[src/rtl/arith_pkg.sv]
// Shared types and helpers for the multi-cycle arithmetic units beside the ALU.
package arith_pkg;

  typedef enum logic [1:0] {
    IDLE = 2'd0,
    RUN  = 2'd1,
    DONE = 2'd2
  } state_t;

  localparam logic OP_ADD = 1'b0;
  localparam logic OP_SUB = 1'b1;

  // Bits needed to count 0..n-1; never less than 1.
  function automatic int clog2(input int n);
    int r;
    r = 1;
    while ((1 << r) < n) r++;
    return r;
  endfunction

endpackage

[src/rtl/serial_add_sub_if.sv]
// Request/response bundle of the bit-serial adder/subtractor.
interface serial_add_sub_if #(
  parameter int WIDTH = 8
);
  logic             start;
  logic             op;
  logic [WIDTH-1:0] a;
  logic [WIDTH-1:0] b;
  logic             ready;
  logic             done;
  logic [WIDTH-1:0] result;
  logic             carry_out;
  logic             overflow;
  logic             zero;

  modport master (
    output start, op, a, b,
    input  ready, done, result, carry_out, overflow, zero
  );

  modport slave (
    input  start, op, a, b,
    output ready, done, result, carry_out, overflow, zero
  );
endinterface

[src/rtl/full_adder_cell.sv]
// One-bit full adder: the only arithmetic cell of the serial unit.
// Latency: combinational.
// Backpressure: none.
module full_adder_cell (
  input  logic x,
  input  logic y,
  input  logic cin,
  output logic s,
  output logic cout
);
  assign s    = x ^ y ^ cin;
  assign cout = (x & y) | (cin & (x ^ y));
endmodule

[src/rtl/serial_add_sub.sv]
// Bit-serial two's-complement add/sub, LSB first, one bit per clock.
// Latency: done in the cycle after edge start+WIDTH; ready again one edge later.
// Backpressure: start is ignored (not queued) whenever ready is low.
module serial_add_sub
  import arith_pkg::*;
#(
  parameter int WIDTH = 8
) (
  input  logic             clk,
  input  logic             rst_n,
  serial_add_sub_if.slave  bus
);

  localparam int             CW   = clog2(WIDTH);
  localparam logic [CW-1:0]  LAST = CW'(WIDTH - 1);

  state_t           state, state_nxt;
  logic [WIDTH-1:0] sh_a, sh_b, sh_r;
  logic [WIDTH-1:0] sum_word;
  logic [CW-1:0]    cnt;
  logic             cy, s, co, last;

  logic [WIDTH-1:0] result_q;
  logic             carry_q, ovf_q, zero_q;

  full_adder_cell u_fa (
    .x    (sh_a[0]),
    .y    (sh_b[0]),
    .cin  (cy),
    .s    (s),
    .cout (co)
  );

  assign last     = (cnt == LAST);
  // Working register with this cycle's sum bit already shifted in at the MSB.
  assign sum_word = {s, {(WIDTH-1){1'b0}}} | (sh_r >> 1);

  always_ff @(posedge clk) begin
    if (!rst_n) state <= IDLE;
    else        state <= state_nxt;
  end

  always_comb begin
    state_nxt = state;
    case (state)
      IDLE:    if (bus.start) state_nxt = RUN;
      RUN:     if (last)      state_nxt = DONE;
      DONE:                   state_nxt = IDLE;
      default:                state_nxt = IDLE;
    endcase
  end

  always_ff @(posedge clk) begin
    if (!rst_n) begin
      sh_a     <= '0;
      sh_b     <= '0;
      sh_r     <= '0;
      cy       <= 1'b0;
      cnt      <= '0;
      result_q <= '0;
      carry_q  <= 1'b0;
      ovf_q    <= 1'b0;
      zero_q   <= 1'b0;
    end else begin
      case (state)
        IDLE: begin
          if (bus.start) begin
            sh_a <= bus.a;
            // Subtract as a + ~b + 1: the +1 rides in on the initial carry.
            sh_b <= (bus.op == OP_SUB) ? ~bus.b : bus.b;
            cy   <= bus.op;
            cnt  <= '0;
          end
        end
        RUN: begin
          sh_a <= sh_a >> 1;
          sh_b <= sh_b >> 1;
          sh_r <= sum_word;
          cy   <= co;
          cnt  <= cnt + 1'b1;
          if (last) begin
            result_q <= sum_word;
            carry_q  <= co;
            ovf_q    <= cy ^ co;
            zero_q   <= ~|sum_word;
          end
        end
        default: ;
      endcase
    end
  end

  assign bus.ready     = (state == IDLE);
  assign bus.done      = (state == DONE);
  assign bus.result    = result_q;
  assign bus.carry_out = carry_q;
  assign bus.overflow  = ovf_q;
  assign bus.zero      = zero_q;

endmodule

[src/flat_wrapper.sv]
// flat-port wrapper written by rule: the top's interface ports become plain ports
module serial_add_sub_flat import arith_pkg::*;
#(
  parameter int WIDTH = 8
)
  (clk, rst_n, bus_start, bus_op, bus_a, bus_b, bus_ready, bus_done, bus_result, bus_carry_out, bus_overflow, bus_zero);
  serial_add_sub_if #(.WIDTH(WIDTH)) bus_i ();
  input  logic clk;
  input  logic rst_n;
  input wire logic [$bits(bus_i.start)-1:0] bus_start;
  input wire logic [$bits(bus_i.op)-1:0] bus_op;
  input wire logic [$bits(bus_i.a)-1:0] bus_a;
  input wire logic [$bits(bus_i.b)-1:0] bus_b;
  output wire logic [$bits(bus_i.ready)-1:0] bus_ready;
  output wire logic [$bits(bus_i.done)-1:0] bus_done;
  output wire logic [$bits(bus_i.result)-1:0] bus_result;
  output wire logic [$bits(bus_i.carry_out)-1:0] bus_carry_out;
  output wire logic [$bits(bus_i.overflow)-1:0] bus_overflow;
  output wire logic [$bits(bus_i.zero)-1:0] bus_zero;
  assign bus_i.start = bus_start;
  assign bus_i.op = bus_op;
  assign bus_i.a = bus_a;
  assign bus_i.b = bus_b;
  assign bus_ready = bus_i.ready;
  assign bus_done = bus_i.done;
  assign bus_result = bus_i.result;
  assign bus_carry_out = bus_i.carry_out;
  assign bus_overflow = bus_i.overflow;
  assign bus_zero = bus_i.zero;
  serial_add_sub #(.WIDTH(WIDTH)) u_core (.clk(clk), .rst_n(rst_n), .bus(bus_i));
endmodule
[config.mk]
export PLATFORM = sky130hd
export DESIGN_NAME = serial_add_sub_flat
export DESIGN_NICKNAME = d
export VERILOG_FILES = /design/src/rtl/arith_pkg.sv /design/src/rtl/serial_add_sub_if.sv /design/src/rtl/full_adder_cell.sv /design/src/rtl/serial_add_sub.sv /design/src/flat_wrapper.sv
export SDC_FILE = /design/constraint.sdc
export NUM_CORES = 1
export LEC_CHECK = 0
export CAP_MARGIN = 20
export CORE_MARGIN = 2
export CORE_UTILIZATION = 45
export DETAILED_ROUTE_END_ITERATION = 12
export PLACE_DENSITY = 0.78
export SYNTH_ARGS = -nofsm -noshare
export SYNTH_HDL_FRONTEND = slang
export SYNTH_SLANG_ARGS = --single-unit
[constraint.sdc]
create_clock -name clk -period 1.84 [get_ports clk]
set_input_delay 0.368 -clock clk [delete_from_list [all_inputs] [get_ports clk]]
set_output_delay 0.368 -clock clk [all_outputs]
set_load 0.01 [all_outputs]
Yosys cells after proc, flatten, opt, wreduce, memory -nomap -nowiden
Cells that the tools add are included.
Operators by class
  reduce and logical (&&, ||, !) cells: 7
  bitwise operators: 8
  shift operators: 0
  $mul: 0
  order comparisons: 0
  equal/unequal tests: 5
  divide/modulo/power cells: 0
  muxes and demuxes: 12
  $add $sub $neg: 1
Operator list (number)
  $pmux W8 S2: 2
  $mux W8: 3
  $not A8 Y8: 1
  $or A8 B7 Y8: 1
  $reduce_or A8 Y1: 1
  $pmux W3 S2: 1
  $reduce_and A2 Y1: 3
  $mux W2: 2
  $pmux W2 S2: 1
  $add A3 B1 Y3 const B: 1
  $eq A3 B3 Y1 const B: 1
  $mux W3: 1
  $xor A1 B1 Y1: 3
  $and A1 B1 Y1: 2
  $eq A2 B1 Y1 const B: 1
  $eq A2 B2 Y1 const B: 1
  $logic_not A2 Y1: 1
  $ne A2 B1 Y1 const B: 1
  $ne A2 B2 Y1 const B: 1
  $pmux W1 S2: 1
  $reduce_bool A2 Y1: 1
  $logic_not A1 Y1: 1
  $mux W1: 1
  $or A1 B1 Y1: 1
Word-level totals
  bits in latches: 0
  output and inout port bits: 13
  word-level logic and storage cells: 43
  ROM bits: 0
  memories: 0
  input bits: 20
  bits in registers: 41
  bits in writable memories: 0

Longest topological paths before layout
Gate-level depths: netlist (run 1).
  depth in word-level cells: 5
  mapped depth: 6
  mapped depth without buffers: 5

By module
A second synthesis (run 1) with hierarchy kept.
Second synthesis, totals
  cells, all modules: 205
  area total of the unflattened synthesis: 1784.2 um^2
Modules (own cells, without submodules)
  serial_add_sub: times used 1, cells each 204, area each 1764.2 um^2, sequential area each 800.8 um^2
  full_adder_cell: times used 1, cells each 1, area each 20.0 um^2, sequential area each 0.0 um^2

Worst setup path before layout (run 1)
No wires, ideal clock.
  kind: reg2reg
  start: register u_core.sh_a[0]
  end: register u_core.zero_q, in the netlist u_core.bus.zero
  data required time: 1770 ps
  slack: 499 ps
  library setup time: 70 ps
  arrival: 1271 ps
  cell stages (with the launch flop): 5
  buffers on the path: 0
  period minus slack after synthesis: 1341 ps
  cell sequence: dfxtp_1 -> fa_1 -> nor4_1 -> nand3_1 -> a21oi_1
On the way
  word-level cells in the longest chain between the ends: 5
Ends and longest elaborated chain
  start, declared: RTL line serial_add_sub.sv:18  | logic [WIDTH-1:0] sh_a, sh_b, sh_r;
  start signal, assigned: RTL line serial_add_sub.sv:68  | sh_a <= bus.a;
  start signal, assigned: RTL line serial_add_sub.sv:76  | sh_a <= sh_a >> 1;
  $xor A1 B1 Y1 (2 in series): RTL line full_adder_cell.sv:11  | assign s = x ^ y ^ cin;
  named net u_core.s: RTL line serial_add_sub.sv:21  | logic cy, s, co, last;
  $or A8 B7 Y8: RTL line serial_add_sub.sv:36  | assign sum_word = {s, {(WIDTH-1){1'b0}}} | (sh_r >> 1);
  $reduce_or A8 Y1: RTL line serial_add_sub.sv:85  | zero_q <= ~|sum_word;
  $logic_not A1 Y1: RTL line serial_add_sub.sv:85
  end signal, assigned: RTL line serial_add_sub.sv:85
  end, declared: RTL line serial_add_sub.sv:24  | logic carry_q, ovf_q, zero_q;
The timed path passes the listed nets, and every way through them passes these cells.
A chain may end at the register's enable or synchronous reset.

Worst setup path after layout (run 1)
  start: register u_core.state[1]
  end: output port bus_ready
On the way
  word-level cells in the longest chain between the ends: 1
Ends and longest elaborated chain
  start, declared: RTL line serial_add_sub.sv:17  | state_t state, state_nxt;
  start signal, assigned: RTL line serial_add_sub.sv:40  | else state <= state_nxt;
  $logic_not A2 Y1: RTL line serial_add_sub.sv:93  | assign bus.ready = (state == IDLE);
  end, declared: RTL line flat_wrapper.sv:14  | output wire logic [$bits(bus_i.ready)-1:0] bus_ready;
No other way between the ends.

==> insert_results.sql, run 1 <==
INSERT INTO impl_metrics (metric_group, metric, value, unit) VALUES
('floorplanning', 'placeableCoreArea', '3740', 'sq um'),
('cts', 'clkLatencyLatePin', '0.29', 'ns'),
('grt', 'grt_start_max_net_pins', '30', ''),
('worst_setup_path', 'timing.critical_path.arrival', '1.39', 'ns'),
('sta', 'grt_setup_unrepaired', 'no', ''),
('routing', 'wl_met1', '1720', 'um'),
('worst_hold_path', 'min-delay-path-class', 'reg -> reg', ''),
('cells_and_area', 'final_area', '2280', 'sq um'),
('cts', 'clk_pin_slew_worst_paths', '0.08', 'ns'),
('worst_setup_path', 'r2r_cells', '5', ''),
('cells_and_area', 'multi_input_comb_area', '880', 'sq um'),
('worst_setup_path', 'critical_path.endpoint', 'bus_ready', ''),
('routing', 'detailedRoute.firstPassIterationCount', '4', ''),
('grt', 'grt_first_pass_wirelength', '6420', 'um'),
('cts', 'cts_made_buffers', '5', ''),
('status', 'status', 'finished clean', ''),
('worst_setup_path', 'cp-start-kind', 'register', ''),
('power', 'power_switching_share', '23.3', '%'),
('floorplanning', 'floorplan.io_pins', '33', ''),
('worst_setup_path', 'worstPathRequired', '1.47', 'ns'),
('synth', 'syn_area', '1790', 'sq um'),
('placed_design', 'detailed_place_hpwl', '2600', 'um'),
('power', 'static-leakage-power', '0.843', 'nW'),
('placed_design', 'dpl_cell_area', '2160', 'sq um'),
('floorplanning', 'placement_rows', '22', ''),
('synth', 'postSynthAreaPerCell', '8.72', 'sq um'),
('routing', 'detail_route.drc_violations', '0', ''),
('synth', 'synth-main-ff-cell', 'dfxtp_1', ''),
('power', 'design_power_total', '1.90', 'mW'),
('worst_setup_path', 'crit_path_start', 'u_core.state[1]', ''),
('synth', 'synth_top_area_cell', 'dfxtp_1', ''),
('synth', 'synthesis.yosys.warnings', '0', ''),
('synth', 'number_of_synthesized_flops_with_an_enable_pin', '0', ''),
('cts', 'clockRootBuffer', 'clkbuf_8', ''),
('routing', 'routed_via_density', '5.30', ''),
('cells_and_area', 'area.growth.synth_to_final', '27.7', '%'),
('worst_setup_path', 'r2r_setup_slk', '0.25', 'ns'),
('sta', 'timing.setup.tns', '0', 'ns'),
('synth', 'syn_nets', '228', ''),
('sta', 'worst_pin_slew', '0.441', 'ns'),
('routing', 'met2_length', '1800', 'um'),
('worst_setup_path', 'timing.rr.start', 'u_core.cnt[0]', ''),
('cts', 'cts_htree_levels', '2', ''),
('power', 'clock_power_share', '39.5', '%'),
('power', 'power_density_relative_to_cell_area', '832', 'nW/um^2'),
('floorplanning', 'initial_core_util', '47.8', '%'),
('placed_design', 'io_buffer_count', '32', ''),
('cts', 'clockBufferDepth', '2', ''),
('cells_and_area', 'finish.net_count', '261', ''),
('grt', 'total_global_route_track_usage', '18.8', '%'),
('synth', 'syn-instance-count', '205', ''),
('synth', 'synth.top_cell.area_share', '44.8', '%'),
('power', 'seq_power_share', '48.9', '%'),
('power', 'power_report.internal_total', '1.46', 'mW'),
('cells_and_area', 'layout.core_utilization', '61.0', '%'),
('power', 'ir_drop', '0.000466', 'V'),
('routing', 'met3WireLength', '151', 'um'),
('grt', 'grt_antenna_before_repair', '0', ''),
('cells_and_area', 'final_layout_size_suffix_gt1_share', '11.3', '%'),
('sta', 'timing.slew.headroom', '70.6', '%'),
('cells_and_area', 'number_of_filler_cells_placed_in_the_layout', '324', ''),
('sta', 'post-route-period-util', '95.3', '%'),
('sta', 'maxClockFrequency', '570', 'MHz'),
('routing', 'route.top_layer_used', 'met4', ''),
('synth', 'synth.lib_cells_used.distinct', '37', ''),
('routing', 'avgRoutedWirePerCell', '12.9', 'um'),
('worst_setup_path', 'reg2reg_to', 'u_core.bus.overflow', ''),
('routing', 'drt_iter0_drc', '133', ''),
('cts', 'cts_setup_buffers', '0', ''),
('synth', 'seq_area_frac_synth', '44.8', '%'),
('worst_setup_path', 'timing.critical_path.to_type', 'output pin', '');
-- flip-flops by register name (all words and copies together), names as in the netlist --
register and flops:
u_core.bus.result 8, u_core.bus.carry_out 1, u_core.sh_a 8, u_core.bus.overflow 1
u_core.bus.zero 1, u_core.sh_r 7, u_core.cnt 3, u_core.cy 1
u_core.state 2, u_core.sh_b 8
-- metal layers --
| layer | up-vias | track usage, % |
|---|---|---|
| li1 | 782 | - |
| met1 | 707 | 22.1 |
| met2 | 30 | 31.8 |
| met3 | 2 | 6.08 |
| met4 | 0 | 6.38 |
| met5 | - | 0 |
-- power groups by stage --
stage / Clock (mW) / Sequential, mW / Combinational, mW
floorplan: 0 / 0.943 / 0.143
global placement: 0 / 0.949 / 0.213
detailed placement: 0 / 0.950 / 0.219
CTS: 0.766 / 0.929 / 0.220
global route: 0.805 / 0.934 / 0.241
finish: 0.751 / 0.930 / 0.219
-- cells in the mapped netlist (2+ instances only) --
| master | n |
|---|---|
| nor2_1 | 8 |
| xor2_1 | 8 |
| ha_1 | 2 |
| buf_4 | 7 |
| a21oi_1 | 25 |
| nand3_1 | 2 |
| or3b_1 | 4 |
| o21ai_0 | 16 |
| inv_1 | 2 |
| dfxtp_1 | 40 |
| nor4_1 | 2 |
| or3b_2 | 3 |
| nand2_1 | 42 |
| o221ai_1 | 7 |
| clkbuf_1 | 5 |
| buf_2 | 2 |
| a22oi_1 | 10 |
-- timing repair --
item                                    4_1_cts  5_1_grt
pin swaps                                     0        0
resized for setup                             2        1
endpoints found under the setup margin        1        1
cloned                                        0        0
-- per-stage QoR --
stage | setup WS, ns | hold WS (ns) | std cells
final | 0.0857 | 0.455 | 287
after global routing | 0.0616 | 0.475 | 287
after CTS | 0.00327 | 0.457 | 287
after detailed placement | 0.0315 | 0.446 | 279
after global placement | 0.0889 | 0.443 | 279
after floorplan | 0.499 | 0.445 | 205
-- cells in the final DEF, fill, tap and decap left out, types with 2 or more instances in the layout --
master           synthesis  layout
ha_1                     2       2
inv_1                    2       2
xor2_1                   8       8
or3b_1                   4       4
dfxtp_1                 40      39
nand2_1                 42      42
nor2_1                   8       8
nand3_1                  2       2
o221ai_1                 7       7
clkbuf_8                 0       6
clkdlybuf4s50_1          0      31
or3b_2                   3       3
buf_4                    7       8
nor4_1                   2       2
a22oi_1                 10      10
o21ai_0                 16      16
a21oi_1                 25      25
-- critical path: stages (launching register included) --
cell             delay [ns]
dfxtp_4                0.38
nor2_1                 0.15
clkdlybuf4s50_1        0.56
-- area by class of cell --
class | instances | area share [%]
multi-input cells | 146 | 38.5
flip-flops and latches | 40 | 35.2
repair buffers | 41 | 17.6
clock buffers | 6 | 3.62
well taps | 48 | 2.63
clock inverters | 2 | 1.70
inverters | 4 | 0.658
-- worst min path at each step --
| stage | startpoint | to | slack [ns] | cells after the start |
|---|---|---|---|---|
| 4_1_cts | u_core.bus.result[0] | u_core.bus.result[0] | 0.46 | 2 |
| 3_3_place_gp | u_core.bus.result[0] | u_core.bus.result[0] | 0.44 | 2 |
| 5_1_grt | u_core.bus.result[0] | u_core.bus.result[0] | 0.48 | 2 |
| 3_5_place_dp | u_core.bus.result[0] | u_core.bus.result[0] | 0.45 | 2 |
| 2_1_floorplan | u_core.sh_r[1] | u_core.bus.result[0] | 0.45 | 2 |
| 6_report | u_core.bus.result[0] | u_core.bus.result[0] | 0.45 | 2 |
-- kinds of logic (layout without fill, tap and decap cells) --
logic type / Yosys count / after routing / share of synthesized area (%)
simple gates: 68 / 68 / 18.5
compound gates: 65 / 65 / 23.2
flops: 40 / 40 / 44.8
buf+inv: 19 / 53 / 6.02
xor+xnor: 9 / 9 / 4.41
fa+ha+maj: 3 / 3 / 2.52
mux: 1 / 1 / 0.560
No activity file was read; power rests on OpenSTA's default activity.
==> inputs of run 2 (changes only) <==
--- a/config.mk
+++ b/config.mk
@@ -5,6 +5,7 @@
 export SDC_FILE = /design/constraint.sdc
 export NUM_CORES = 1
 export LEC_CHECK = 0
+export ABC_CLOCK_PERIOD_IN_PS = 1840
 export CAP_MARGIN = 20
 export CORE_MARGIN = 2
 export CORE_UTILIZATION = 45
==> results of run 2 <==
Same layout as run 1: the final DEF is identical, and so are final timing and power.
==> inputs of run 3 (changes only) <==
--- a/config.mk
+++ b/config.mk
@@ -13,4 +13,5 @@
 export PLACE_DENSITY = 0.78
 export SYNTH_ARGS = -nofsm -noshare
 export SYNTH_HDL_FRONTEND = slang
+export SYNTH_HIERARCHICAL = 1
 export SYNTH_SLANG_ARGS = --single-unit
==> run 3 against run 2 <==
Compared with the run above: routed wire length shrank 2.5%; non-clock buffer count is the same; via count shrank 0.53%; final cell count is the same; power shrank 6.5%; clock power shrank 18%; core utilization shrank 1.1 points; global-route usage shrank 0.55 points; first-iteration DRC count shrank 11%; critical endpoint is now bus_done; largest cell class unchanged.
==> insert_results.sql, run 3 <==
INSERT INTO impl_metrics (metric_group, metric, value, unit) VALUES
('worst_hold_path', 'min-delay-path-class', 'reg -> reg', ''),
('worst_setup_path', 'cp-start-kind', 'register', ''),
('sta', 'timing.final.hold_violations', '0', ''),
('cells_and_area', 'number_of_filler_cells_placed_in_the_layout', '357', ''),
('power', 'ir_drop', '0.000426', 'V'),
('placed_design', 'detailed_place_hpwl', '2530', 'um'),
('cts', 'cts_made_buffers', '5', ''),
('cts', 'clock_sink_count', '40', ''),
('power', 'power_density_relative_to_cell_area', '793', 'nW/um^2'),
('placed_design', 'pre_cts_slack', '0.00785', 'ns'),
('routing', 'detail_route.drc_violations', '0', ''),
('routing', 'routed_via_density', '5.27', ''),
('worst_setup_path', 'critPathKind', 'reg -> out', ''),
('cts', 'clk_pin_slew_worst_paths', '0.08', 'ns'),
('sta', 'finalWorstSetupSlack', '0.0928', 'ns'),
('sta', 'maxClockFrequency', '572', 'MHz'),
('synth', 'synth-seq-cells', '40', ''),
('cells_and_area', 'final_layout_size_suffix_gt1_share', '11.7', '%'),
('routing', 'avgRoutedWirePerCell', '12.6', 'um'),
('sta', 'fin_skew', '0.00571', 'ns'),
('floorplanning', 'fp.dieW', '67.0', 'um'),
('sta', 'timing.final.setup_violations', '0', ''),
('floorplanning', 'placeableCoreArea', '3740', 'sq um'),
('sta', 'timing.setup.tns', '0', 'ns'),
('routing', 'wirelength', '3610', 'um'),
('sta', 'grt_setup_unrepaired', 'no', ''),
('grt', 'grt_start_max_net_pins', '33', ''),
('synth', 'async_flop_share', '0', '%'),
('synth', 'synthesis.yosys.warnings', '6', ''),
('cts', 'clockRootBuffer', 'clkbuf_8', ''),
('synth', 'number_of_synthesized_flops_with_an_enable_pin', '0', ''),
('power', 'static-leakage-power', '0.802', 'nW'),
('cells_and_area', 'finish.net_count', '261', ''),
('cells_and_area', 'layout.cells.most_common', 'nand2_1', ''),
('cts', 'cts_hold_repair.buffers', '0', ''),
('placed_design', 'place_congestion', '0.817', ''),
('synth', 'synth.top_cell.area_share', '44.9', '%'),
('synth', 'synth_top_area_cell', 'dfxtp_1', ''),
('synth', 'ys_top_cells_by_area', 'dfxtp_1 (45%), nand2_1 (8.8%), a21oi_1 (7.0%)', ''),
('synth', 'syn_area', '1780', 'sq um'),
('synth', 'syn-instance-count', '205', ''),
('cells_and_area', 'most-common-layout-cells', 'nand2_1 (42), dfxtp_1 (39), clkdlybuf4s50_1 (31)', ''),
('grt', 'grt_antenna_before_repair', '0', ''),
('sta', 'timing.slew.headroom', '65.4', '%'),
('routing', 'antenna_violating_nets_post_route', '0', ''),
('synth', 'synth_commonest_cells', 'nand2_1 (42), dfxtp_1 (40), a21oi_1 (25)', ''),
('sta', 'post-route-period-util', '95.0', '%'),
('cells_and_area', 'antennaDiodeCount', '0', ''),
('synth', 'synth-main-ff-cell', 'dfxtp_1', ''),
('sta', 'report.final.slew_viol_count', '0', ''),
('grt', 'total_global_route_track_usage', '18.2', '%'),
('cells_and_area', 'area.growth.synth_to_final', '25.7', '%'),
('status', 'status', 'finished clean', ''),
('worst_setup_path', 'timing.critical_path.to_type', 'output pin', ''),
('grt', 'grt_overflow_total', '0', ''),
('cells_and_area', 'layoutNonFillerInstCount', '287', ''),
('grt', 'grt_first_pass_wirelength', '6030', 'um'),
('cts', 'cts_setup_buffers', '0', ''),
('cts', 'clockBufferDepth', '2', ''),
('synth', 'postSynthAreaPerCell', '8.70', 'sq um'),
('worst_setup_path', 'worstPathRequired', '1.47', 'ns'),
('grt', 'first_global_vias', '1364', ''),
('sta', 'finalHoldWorstSlack', '0.456', 'ns'),
('cts', 'post_cts_resize_count', '0', ''),
('cts', 'tritoncts', 'yes', ''),
('routing', 'drt_iter0_drc', '119', ''),
('cts', 'clkLatencyLatePin', '0.30', 'ns'),
('floorplanning', 'placement_rows', '22', ''),
('worst_setup_path', 'path_max_fanout', '9', ''),
('power', 'design_power_total', '1.78', 'mW'),
('floorplanning', 'initial_core_util', '47.7', '%'),
('floorplanning', 'floorplan.io_pins', '33', ''),
('cells_and_area', 'multi_input_comb_area', '865', 'sq um'),
('floorplanning', 'chipHeight', '67.0', 'um'),
('flow_run', 'maxCapViolCount', '0', ''),
('worst_setup_path', 'timing.critical_path.arrival', '1.38', 'ns'),
('routing', 'detailedRoute.firstPassIterationCount', '4', ''),
('sta', 'finalWorstPathRequiredPeriod', '1.75', 'ns'),
('placed_design', 'io_buffer_count', '32', ''),
('synth', 'most_common_cell_in_the_synthesized_netlist', 'nand2_1', ''),
('cells_and_area', 'seqCellArea', '802', 'sq um'),
('sta', 'worst_pin_slew', '0.520', 'ns'),
('placed_design', 'instance_count_after_placement_with_tap_cells_included', '279', ''),
('synth', 'seq_area_frac_synth', '44.9', '%'),
('cts', 'cts_htree_levels', '2', ''),
('synth', 'syn_nets', '228', ''),
('routing', 'dr_total_vias', '1513', ''),
('floorplanning', 'design.die.area', '4480', 'sq um'),
('synth', 'synth.lib_cells_used.distinct', '36', '');
[run 3: cell types whose count changed in the layout (fill, tap and decap cells not counted), sizes merged, moves of 2 or more]
cell	previous run	this run
and2b	0	2
clkinvlp	0	2
nand2b	1	3
nor2b	2	0
[run 3: report_power, final]
part,leakage [nW],switching (mW),internal (mW)
Clock,0.0434,0.311,0.303
Sequential,0.327,0.0326,0.906
Combinational,0.432,0.110,0.115
[run 3: kinds of logic after synthesis]
family                   after synthesis  synth area share (%)
AO/OA/AOI/OAI                         66                  23.1
XOR/XNOR                               9                  4.42
adder cells (fa/ha/maj)                3                  2.52
buffers and inverters                 19                  6.66
flip-flops                            40                  44.9
AND/OR/NAND/NOR                       68                  18.4
[run 3: layout make-up]
| cell class | count | share of cell area, % |
|---|---|---|
| clock buffer | 6 | 3.68 |
| clock inverter | 2 | 0.670 |
| inverter | 4 | 0.670 |
| multi-input combinational | 146 | 38.6 |
| sequential | 40 | 35.8 |
| tap | 48 | 2.68 |
| timing repair buffer | 41 | 18.0 |
[run 3: per-layer routing]
metal  vias to the layer above  part of all wire [%]  GRT usage [%]
met3                         6                   4.7           6.25
met2                        33                    44           26.5
li1                        779                     -              -
met1                       695                    49           23.5
met5                         -                     0              0
met4                         0                   2.4           9.69
[run 3: worst paths after layout]
kind	depth (start not counted)	slack (ns)	start	to
worst min-delay path	2	0.46	u_core/bus.result[1]	u_core/bus.result[1]
worst max-delay path	2	0.09	u_core/state[0]	bus_done
worst max register to register	5	0.35	u_core/cnt[0]	u_core/bus.overflow
worst min register to register	2	0.46	u_core/bus.result[1]	u_core/bus.result[1]
[run 3: through the flow]
stage	instance area (sq um)	util [%]
2_1_floorplan	1780	-
3_3_place_gp	2140	57.2
3_5_place_dp	2140	57.2
4_1_cts	2240	59.8
5_1_grt	2240	59.9
6_report	2240	59.9
[run 3: worst max-delay path, stage by stage, from the launching register on]
cell and delay (ns):
dfxtp_1 0.39, nor2_1 0.14, clkdlybuf4s50_1 0.55
